File: src/rtl/blake2s_hash_ser_pkg.sv
// Shared BLAKE2s digest-serializer constants: digest width, beat width,
// beats per digest and the beat-counter width derived from them.
package blake2s_hash_ser_pkg;

  localparam int HASH_W = 256;
  localparam int BYTE_W = 8;
  localparam int NBYTES = HASH_W / BYTE_W;
  localparam int CNT_W  = $clog2(NBYTES);

endpackage

File: src/rtl/blake2s_hash_ser.sv
// BLAKE2s digest serializer: captures a digest on hash_v_i and streams it
// one byte per accepted beat over a valid/ready interface. A digest that
// arrives mid-stream is dropped and flagged on the sticky ovf_o, except on
// the final-beat accept cycle, where it chains on with no bubble.
// Build option: BLAKE2S_SER_LSB_FIRST_EN emits the digest low byte first.
module blake2s_hash_ser
  import blake2s_hash_ser_pkg::*;
#(
  parameter int HASH_W = blake2s_hash_ser_pkg::HASH_W,
  parameter int BYTE_W = blake2s_hash_ser_pkg::BYTE_W
) (
  input  logic              clk,
  input  logic              nreset,
  input  logic              hash_v_i,
  input  logic [HASH_W-1:0] hash_i,
  input  logic              ready_i,
  input  logic              clr_ovf_i,
  output logic              data_v_o,
  output logic [BYTE_W-1:0] data_o,
  output logic              last_o,
  output logic              busy_o,
  output logic              ovf_o
);

  localparam int NB = HASH_W / BYTE_W;
  localparam int CW = $clog2(NB);
  localparam logic [CW-1:0] LAST_CNT = CW'(NB - 1);

  typedef enum logic {IDLE, SEND} state_e;

  state_e            state_q, state_d;
  logic [HASH_W-1:0] sr_q, sr_d, sr_shift;
  logic [CW-1:0]     cnt_q, cnt_d;
  logic              ovf_q, ovf_d;
  logic [BYTE_W-1:0] head;
  logic              send, accept, fin, drop;

`ifdef BLAKE2S_SER_LSB_FIRST_EN
  assign head     = sr_q[BYTE_W-1:0];
  assign sr_shift = sr_q >> BYTE_W;
`else
  assign head     = sr_q[HASH_W-1 -: BYTE_W];
  assign sr_shift = sr_q << BYTE_W;
`endif

  assign send   = (state_q == SEND);
  assign accept = send && ready_i;
  assign fin    = accept && (cnt_q == LAST_CNT);
  // A digest landing on the final-beat accept is chained, not dropped.
  assign drop   = send && hash_v_i && !fin;

  // Next-state, datapath update and outputs.
  always_comb begin
    state_d  = state_q;
    sr_d     = sr_q;
    cnt_d    = cnt_q;
    ovf_d    = ovf_q;
    data_v_o = 1'b0;
    data_o   = '0;
    last_o   = 1'b0;
    case (state_q)
      IDLE: begin
        if (hash_v_i) begin
          sr_d    = hash_i;
          cnt_d   = '0;
          state_d = SEND;
        end
      end
      SEND: begin
        data_v_o = 1'b1;
        data_o   = head;
        last_o   = (cnt_q == LAST_CNT);
        if (fin) begin
          cnt_d = '0;
          if (hash_v_i) begin
            sr_d = hash_i;
          end else begin
            sr_d    = sr_shift;
            state_d = IDLE;
          end
        end else if (accept) begin
          sr_d  = sr_shift;
          cnt_d = cnt_q + CW'(1);
        end
      end
      default: state_d = IDLE;
    endcase
    // Set wins over clear.
    if (drop)           ovf_d = 1'b1;
    else if (clr_ovf_i) ovf_d = 1'b0;
  end

  // State, shift register, beat counter and sticky overflow.
  always_ff @(posedge clk or negedge nreset) begin
    if (!nreset) begin
      state_q <= IDLE;
      sr_q    <= '0;
      cnt_q   <= '0;
      ovf_q   <= 1'b0;
    end else begin
      state_q <= state_d;
      sr_q    <= sr_d;
      cnt_q   <= cnt_d;
      ovf_q   <= ovf_d;
    end
  end

  assign busy_o = send;
  assign ovf_o  = ovf_q;

endmodule

File: config.mk
export PLATFORM = sky130hd
export DESIGN_NAME = blake2s_hash_ser
export DESIGN_NICKNAME = d
export VERILOG_FILES = /design/src/rtl/blake2s_hash_ser_pkg.sv /design/src/rtl/blake2s_hash_ser.sv
export SDC_FILE = /design/constraint.sdc
export NUM_CORES = 1
export LEC_CHECK = 0
export CORE_MARGIN = 5
export CORE_UTILIZATION = 46
export DETAILED_ROUTE_END_ITERATION = 7
export HOLD_SLACK_MARGIN = 0.08
export PLACE_DENSITY = 0.73
export SLEW_MARGIN = 20
export SYNTH_ARGS = -nofsm -noshare
export SYNTH_HDL_FRONTEND = slang
export SYNTH_SLANG_ARGS = --single-unit
File: constraint.sdc
create_clock -name clk -period 3.4 [get_ports clk]
set_input_delay 0.68 -clock clk [delete_from_list [all_inputs] [get_ports clk]]
set_output_delay 0.68 -clock clk [all_outputs]
set_load 0.05 [all_outputs]
==> results.cfg, run 1 <==
[logic_synthesis]
postSynthNetCount = 1756
netlist_area_mm2 = 0.0130
ys_ff_latch = 263
synth_cell_types = 26
synth_area_leader_cell = dfrtp_1
synth_top_cell_area_share_pct = 50.6
syn_area_per_cell_um2 = 8.71
synth.yosys.seq_area_share_pct = 50.6
syn_inst = 1493
synth_area_leaders = dfrtp_1 (51%), nand2_1 (15%), o211ai_1 (14%), nand4_1 (12%), clkbuf_1 (3.0%)
yosys_warnings = 0

[die]
dieArea_mm2 = 0.0317
die_x_um = 178
ios = 273
fp.coreArea_mm2 = 0.0279
initial_core_util_pct = 46.7
num_rows = 61
die_h_um = 178

[critical_path]
path_max_fanout = 9
start_kind = flip-flop
rrSetupSlack_ns = 0.78
r2r-end = sr_q[191]
cp.required_ns = 2.72
worstSetupPathType = reg -> out
rr_worst_depth = 8
endpoint_kind = output pin
crit_arrival_ns = 2.28
r2r_start = cnt_q[0]

[clock_tree]
cts_buffers = 29
post_cts_buffers = 0
path_clk_slew_ns = 0.06
clock_latency_ns = 0.55
cts_hold_buffers = 0
htree_levels = 1
tritoncts = yes
cts_sinks = 263
cts_buffer_depth = 3
clockRootBuffer = clkbuf_16

[routing]
drtAntennaViolNets = 0
first_iter_violations = 1259
via_per_inst = 5.93
num_vias = 12243
route.met3.wl_mm = 2.45
first_pass_iters = 5
drc_errors = 0
drt-met1-wl_mm = 17.4
routedWlPerCell_um = 19.2
wl_met2_mm = 18.6
routed_wirelength_mm = 39.6
highest_layer = met5

[timing]
whs_ns = 0.191
fin_worst_skew_ns = 0.0194
slew_headroom_pct = 28.0
fin_crit_sh_pct = 87.1
final-hold-violation-count = 0
maxSlewViolCount = 0
max_clock_freq_ghz = 0.338
tns_ns = 0
rsz0062_at_grt = no
final-setup-viol-count = 0
period_minus_slack_ns = 2.96
tightestPinTransition_ns = 1.08

[place]
place.detailed.hpwl_mm = 25.0
portBuffers = 272
globalplace.congestion = 0.831

[grt]
antenna_found_initial = 2
grt_max_degree = 126
grt_usage_pct = 24.2
overflow = 0
grt_pass1_wl_mm = 63.4
grt_pass1_vias = 11918

[pwr]
p_leak_nw = 6.84
vdd_drop_max_mv = 0.390
power.density_mw_per_mm2 = 540

[finish]
drive_above_1_share_pct = 5.77
area_delta_synth_final_pct = 30.5
finish.net_count = 1922

[flow_run]
cap_violations = 0

[status]
status = finished clean

[min_path]
hold_class = in -> async
## Yosys cell counts
library cell  number
nand3_2            1
a21o_1             1
nand2_1          514
buf_4              1
nor2_1             2
a22o_1             4
o211ai_1         248
and2_1            10
mux2_2             3
nand2b_1           1
mux2i_1            2
nand4_1          248
nand3_1            1
clkbuf_1         105
nor4bb_1           2
and3_1             2
o21ai_0           11
ha_1               2
a31o_2             1
dfrtp_1          263
buf_1              2
buf_2             62
a21oi_1            1
o22ai_1            1
inv_1              2
buf_6              3
## critical path, stage by stage (launching register included)
cell and delay (ns):
dfrtp_1 0.40, ha_1 0.19, and3_1 0.16, ha_1 0.40, and2_1 0.18, dlymetal6s2s_1 0.42
## layout make-up
class	instances	area, um^2
Fill cell	2363	10900
Sequential cell	263	6590
Multi-Input combinational cell	1055	5700
Timing Repair Buffer	308	3200
Clock buffer	38	820
Tap cell	378	473
Clock inverter	16	171
Inverter	2	7.51
Antenna cell	3	7.51
## routing by layer
layer	track usage [%]	vias up
met5	0	-
met4	7.48	2
met3	3.88	82
met2	37.1	435
met1	35.4	5988
li1	-	5736
## cells by family (layout without fill, tap and decap cells)
| logic type | Yosys count | in the layout | synth area share [%] |
|---|---|---|---|
| and+or+nand+nor | 781 | 781 | 27.7 |
| buffers and inverters | 175 | 364 | 5.85 |
| adders and majority gates | 2 | 2 | 0.192 |
| AOI/OAI and AO/OA | 267 | 267 | 15.2 |
| DFF | 263 | 263 | 50.6 |
| muxes | 5 | 5 | 0.414 |
| other | 0 | 3 | 0 |
## through the flow
| step | instance area (um^2) | total power [W] | instances | setup slack [ns] | util, % |
|---|---|---|---|---|---|
| final | 17000 | 0.00916 | 2063 | 0.438 | 60.9 |
| after global routing | 17000 | 0.00961 | 2061 | 0.307 | 60.9 |
| after CTS | 17000 | 0.00923 | 2060 | 0.0293 | 60.9 |
| after detailed placement | 16000 | 0.00595 | 2006 | 0.554 | 57.3 |
| after global placement | 16000 | 0.00588 | 2006 | 0.633 | 57.3 |
| after floorplan | 13000 | 0.00516 | 1493 | 0.806 | - |
## where the power goes
part	switching [W]	total, W	internal, W
combinational	0.000868	0.00174	0.000875
sequential	0.000398	0.00416	0.00377
clock	0.00132	0.00325	0.00193
## sequential cells by signal, summed over array words and instances, names as in the netlist
| name | flops |
|---|---|
| busy_o | 1 |
| cnt_q | 5 |
| ovf_o | 1 |
| sr_q | 256 |
## how the worst max path moves through the flow
stage,from,endpoint,slack (ns),cells past startpoint
floorplan,busy_o,data_o[7],0.81,4
global placement,cnt_q[0],last_o,0.63,5
detailed placement,hash_v_i,sr_q[218],0.55,6
CTS,cnt_q[1],last_o,0.03,5
global route,cnt_q[1],last_o,0.31,5
finish,cnt_q[0],last_o,0.44,5
## cells in the final DEF, fill, tap and decap left out, drive strengths merged, types with 3 or more instances in the layout
cell type and instances:
and2 10, mux2 3, diode 3, o21ai 11
nand2 514, bufinv 3, o211ai 248, clkdlybuf4s50 269
nand4 248, buf 37, clkinv 9, a22o 4
inv 4, clkbuf 39, dfrtp 263
## timing repair
action | in CTS | in global routing
resized for setup | 0 | 1
endpoints found under the hold margin | 0 | 0
endpoints found under the setup margin | 0 | 1
No activity file was read; power rests on OpenSTA's default activity.
==> inputs of run 2 (changes only) <==
--- a/config.mk
+++ b/config.mk
@@ -10,6 +10,8 @@
 export DETAILED_ROUTE_END_ITERATION = 7
 export HOLD_SLACK_MARGIN = 0.08
 export PLACE_DENSITY = 0.73
+export REMOVE_ABC_BUFFERS = 1
+export SETUP_SLACK_MARGIN = 0.15
 export SLEW_MARGIN = 20
 export SYNTH_ARGS = -nofsm -noshare
 export SYNTH_HDL_FRONTEND = slang
==> run 2 against run 1 <==
  * Clock skew decreased by 0.011 ns
  * Non-clock buffer count decreased by 10
  * Wire length decreased by 8.3%
  * Largest power group unchanged
  * Sequential power decreased by 1%
  * Fmax decreased by 2.2%
  * Worst setup slack got worse by 0.066 ns
  * Combinational power about the same
  * Critical path type unchanged
  * Core utilization decreased by 0.44 points
  * First-iteration DRC count increased by 6.5%
  * Critical path depth unchanged
  * Register-to-register slack improved by 0.11 ns
==> results.cfg, run 2 (synthesized netlist as in run 1, its figures left out) <==
[pwr]
total_power_w = 0.00899
p_leak_nw = 6.77
vdd_drop_max_mv = 0.289
power.density_mw_per_mm2 = 534

[timing]
final-hold-violation-count = 0
fin_crit_sh_pct = 89.1
slew_headroom_pct = 27.5
final-setup-viol-count = 0
rsz0062_at_grt = no
max_clock_freq_ghz = 0.330
setup_slack_ns = 0.372
maxSlewViolCount = 0
period_minus_slack_ns = 3.03
fin_worst_skew_ns = 0.00829
tightestPinTransition_ns = 1.09
tns_ns = 0

[clock_tree]
clockRootBuffer = clkbuf_16
path_clk_slew_ns = 0.06
cts_sinks = 263
tritoncts = yes
htree_levels = 1
clock_latency_ns = 0.53
post_cts_buffers = 0
cts_buffer_depth = 3
cts_hold_buffers = 0
cts_buffers = 29

[finish]
fin_area_mm2 = 0.0168
fill_cells = 2443
top_regs = sr_q: 256 flops, cnt_q: 5 flops
largest_reg_flops = 256
area_delta_synth_final_pct = 29.5
finish.net_count = 1912
final_common_cell = nand2_1
final_cells = 2049
drive_above_1_share_pct = 4.85
n_antenna_cell = 0
regMostFlops = sr_q
final_cell_mix = nand2_1 (514), clkdlybuf4s50_1 (269), dfrtp_1 (262), nand4_1 (248), o211ai_1 (248)

[critical_path]
path_max_fanout = 9
rrSetupSlack_ns = 0.89
r2r_start = cnt_q[0]
path_buf_inv = 1
crit_arrival_ns = 2.35
rr_worst_depth = 7
start_kind = flip-flop
worstSetupPathType = reg -> out
critPathMaxStageDelay_ns = 0.49
crit_path_frequent_cell = ha_1
critical_path.slowest_cell = clkdlybuf4s15_1
endpoint_kind = output pin
worst_path_dominant_cell_family = adder cells
r2r-end = sr_q[240]
cp_cell_sequence = ha_1 -> and3_1 -> ha_1 -> and2_1 -> clkdlybuf4s15_1
cp.required_ns = 2.72

[place]
placed_cell_area_mm2 = 0.0159
place.detailed.hpwl_mm = 21.7
pre_cts_slack_ns = 0.604
portBuffers = 272
dp.cells = 1996
globalplace.congestion = 0.764

[grt]
overflow = 0
antenna_found_initial = 0
grt_pass1_wl_mm = 59.9
grt_usage_pct = 22.4
grt_pass1_vias = 11786
grt_max_degree = 215

[routing]
via_per_inst = 5.87
first_pass_iters = 5
drtAntennaViolNets = 0
drc_errors = 0
first_iter_violations = 1341
routedWlPerCell_um = 17.7
num_vias = 12031
routed_wirelength_mm = 36.3

[die]
initial_core_util_pct = 46.7
ios = 273
dieArea_mm2 = 0.0317
num_rows = 61
die_x_um = 178
fp.coreArea_mm2 = 0.0279
die_h_um = 178

[flow_run]
cap_violations = 0

[status]
status = finished clean

[min_path]
hold_class = in -> async
## run 2: cell count changes in the layout (fill, tap and decap cells not counted), moves of 3 or more
cell | before | now
clkinv_2 | 8 | 5
buf_4 | 20 | 11
diode_2 | 3 | 0
clkbuf_8 | 7 | 10
clkbuf_1 | 3 | 8
## run 2: worst max-delay path by stage
stage	to	depth (start not counted)	startpoint	slack (ns)
finish	last_o	5	cnt_q[0]	0.37
global route	last_o	5	cnt_q[0]	0.17
CTS	last_o	5	cnt_q[0]	0.30
detailed placement	last_o	5	cnt_q[0]	0.60
global placement	last_o	5	cnt_q[0]	0.67
floorplan	sr_q[100]	3	busy_o	-13.76
## run 2: through the flow
stage	utilization [%]	hold slack (ns)
after global routing	60.5	0.232
after global placement	57.0	0.462
after detailed placement	57.0	0.471
after CTS	60.5	0.209
final	60.5	0.180
after floorplan	-	0.384
## run 2: per-layer routing
metal,vias up,share of wire [%],GRT usage [%]
li1,5702,-,-
met1,5841,45,34.9
met3,51,8.1,3.86
met4,0,1.8,4.67
met2,437,45,32.8
met5,-,0,0
## run 2: power by group
group	switching, W	internal (W)	total [W]
Clock	0.00125	0.00191	0.00316
Combinational	0.000855	0.000865	0.00172
Sequential	0.000347	0.00377	0.00411
## run 2: layout make-up
cell class,count,area [um^2],area share (%)
inverters,2,7.51,0.0446
clock buffers,46,880,5.22
multi-input cells,1055,5700,33.8
flip-flops and latches,263,6590,39.1
clock inverters,7,85.1,0.505
well taps,378,473,2.81
repair buffers,298,3110,18.5
## run 2: repair_timing
| action | in CTS | in global routing |
|---|---|---|
| gates cloned | 0 | 0 |
| gates resized for setup | 1 | 1 |
| setup endpoints to repair | 1 | 1 |
==> inputs of run 3 (changes only) <==
--- a/config.mk
+++ b/config.mk
@@ -8,10 +8,12 @@
 export CORE_MARGIN = 5
 export CORE_UTILIZATION = 46
 export DETAILED_ROUTE_END_ITERATION = 7
+export GPL_TIMING_DRIVEN = 1
 export HOLD_SLACK_MARGIN = 0.08
 export PLACE_DENSITY = 0.73
 export REMOVE_ABC_BUFFERS = 1
 export SETUP_SLACK_MARGIN = 0.15
+export SKIP_LAST_GASP = 1
 export SLEW_MARGIN = 20
 export SYNTH_ARGS = -nofsm -noshare
 export SYNTH_HDL_FRONTEND = slang
==> results of run 3 <==
The final DEF is identical to that of run 2; final timing and power are the same.
==> patch: new RTL, settings of run 1 <==
Add a define of `BLAKE2S_SER_LSB_FIRST_EN`.
--- a/src/rtl/blake2s_hash_ser.sv
+++ b/src/rtl/blake2s_hash_ser.sv
@@ -3,6 +3,8 @@
 // arrives mid-stream is dropped and flagged on the sticky ovf_o, except on
 // the final-beat accept cycle, where it chains on with no bubble.
 // Build option: BLAKE2S_SER_LSB_FIRST_EN emits the digest low byte first.
+`define BLAKE2S_SER_LSB_FIRST_EN
+
 module blake2s_hash_ser
   import blake2s_hash_ser_pkg::*;
 #(
Check against the original RTL: not equivalent (Yosys sat finds a counterexample within 4 cycles, from zero or initial values and one cycle with nreset low).
==> patch against run 1 <==
- synthesized cell count barely moved
- power fell by 5.2%
- sequential share of layout area rose by 0.39 points
- sequential cell count did not move
- design area fell by 1.0%
- area after synthesis did not move
- count of clock-buffer cells in the layout rose by 3
- routed wire length barely moved
- worst setup slack got worse by 48 ps
- critical path type unchanged
- critical endpoint is now data_o[1]
- largest cell class unchanged
==> patch: results (changes against run 1) <==
* Top post-synthesis cells by area: dfrtp_1 (51%), nand2_1 (15%), o211ai_1 (14%)
* Post-synthesis xor/xnor area fraction at 0 (unchanged)
* First-pass GRT wire length at 63400 um (about the same)
* Lkg Pwr at 6.77 nW (-1.1%)
* Post-DP HPWL at 24100 um (-3.4%)
* Compound-Gate Fraction of Synth Area at 0.154 (+0.00164)
* Vias in the first global route at 11800 (-0.63%)
* Distinct cells, synth at 25 (-3.8%)
* Initial antenna violation count at 5 (+3)
* Placed cell count at 1995 (-0.55%)
* Antenna Cells at 0 (-3)
* Final period util at 0.885 (+0.0141)
* Post-synth top cells: nand2_1 (514), dfrtp_1 (263), nand4_1 (248), o211ai_1 (248), clkbuf_1 (96)
* Final WL at 39600 um (about the same)
* Slew HR at 0.485 (+0.204)
* Clock Skew at 10.8 ps (-8.61 ps)
* Arrival @ worst endpoint at 2330 ps (+50 ps)
* Status: completed
* Cells after Synth at 1492 (-0.067%)
* Max Fanout on Critical Path at 42 (+33)
* Largest net degree at the start of global routing at 127 (+0.79%)
* Post-placement setup slack at 612 ps (+57.9 ps)
* Share of synthesized registers carrying an async set or reset at 1.00 (unchanged)
* Share of cells above drive strength 1 at 0.0497 (-0.00800)
* VDD IR max at 0.323 mV (-17%)
* Post-synthesis mux area share at 0.00250 (-0.00164)
* Flop2flop setup slack at 930 ps (+150 ps)
* Global router's overall resource usage at 0.240 (-0.00195)
* IO Port Bufs at 272 (unchanged)
* Syn Nets at 1755 (-0.057%)
* Via-per-instance ratio at 5.98 (+0.81%)
* Routed WL per cell at 19.3 um (+0.67%)
* Placer Congestion at 0.866 (+4.3%)
* Nets at 1911 (-0.57%)
==> patch: cell count changes in the layout (fill, tap and decap cells not counted), moves of 2 or more <==
cell	run 1	this run
buf_4	20	14
buf_12	16	12
clkbuf_1	3	6
diode_2	3	0
a21o_1	1	3
==> patch: final timing paths <==
path,endpoint,cells after the start,from
worst max-delay path,data_o[1],2,busy_o
worst min-delay path,sr_q[2],1,nreset
worst max register to register,sr_q[112],4,busy_o
worst min register to register,sr_q[250],2,sr_q[250]
max in group asynchronous,sr_q[186],2,nreset
min in group clk,sr_q[250],2,sr_q[250]
==> patch: per-stage QoR <==
stage	instance area, um2	hold slack, ps
after CTS	16800	95.8
final	16800	89.1
after global placement	15800	464
after detailed placement	15800	472
after global routing	16800	117
after floorplan	13000	384
==> patch: cell families (layout without fill, tap and decap cells) <==
group                    Yosys count  count (layout)
AO/OA/AOI/OAI                    269             269
adder cells (fa/ha/maj)            2               2
buffers and inverters            175             354
flip-flops                       263             263
multiplexers                       3               3
AND/OR/NAND/NOR                  780             780
==> patch: critical path: stages (launching register included) <==
cell and delay [ps]:
dfrtp_4 740, and2_1 200, clkdlybuf4s50_1 830
==> patch: power breakdown <==
part / switching (mW) / internal [mW] / total [mW]
Combinational: 0.791 / 0.763 / 1.55
Sequential: 0.317 / 3.67 / 3.98
Clock: 1.29 / 1.85 / 3.14
Total: 2.40 / 6.28 / 8.68
==> patch: final cells by class <==
cell class              instances  share of cell area
flip-flops and latches        263               0.392
multi-input cells            1054               0.339
repair buffers                298               0.183
clock buffers                  41              0.0495
well taps                     378              0.0282
clock inverters                13             0.00745
inverters                       2            0.000447
==> patch: metal layers <==
layer	global-route usage	vias up	routed length, um
li1	-	5711	-
met1	0.354	5961	17200
met2	0.361	492	18200
met3	0.0502	85	2970
met4	0.0664	10	1120
met5	0	-	71
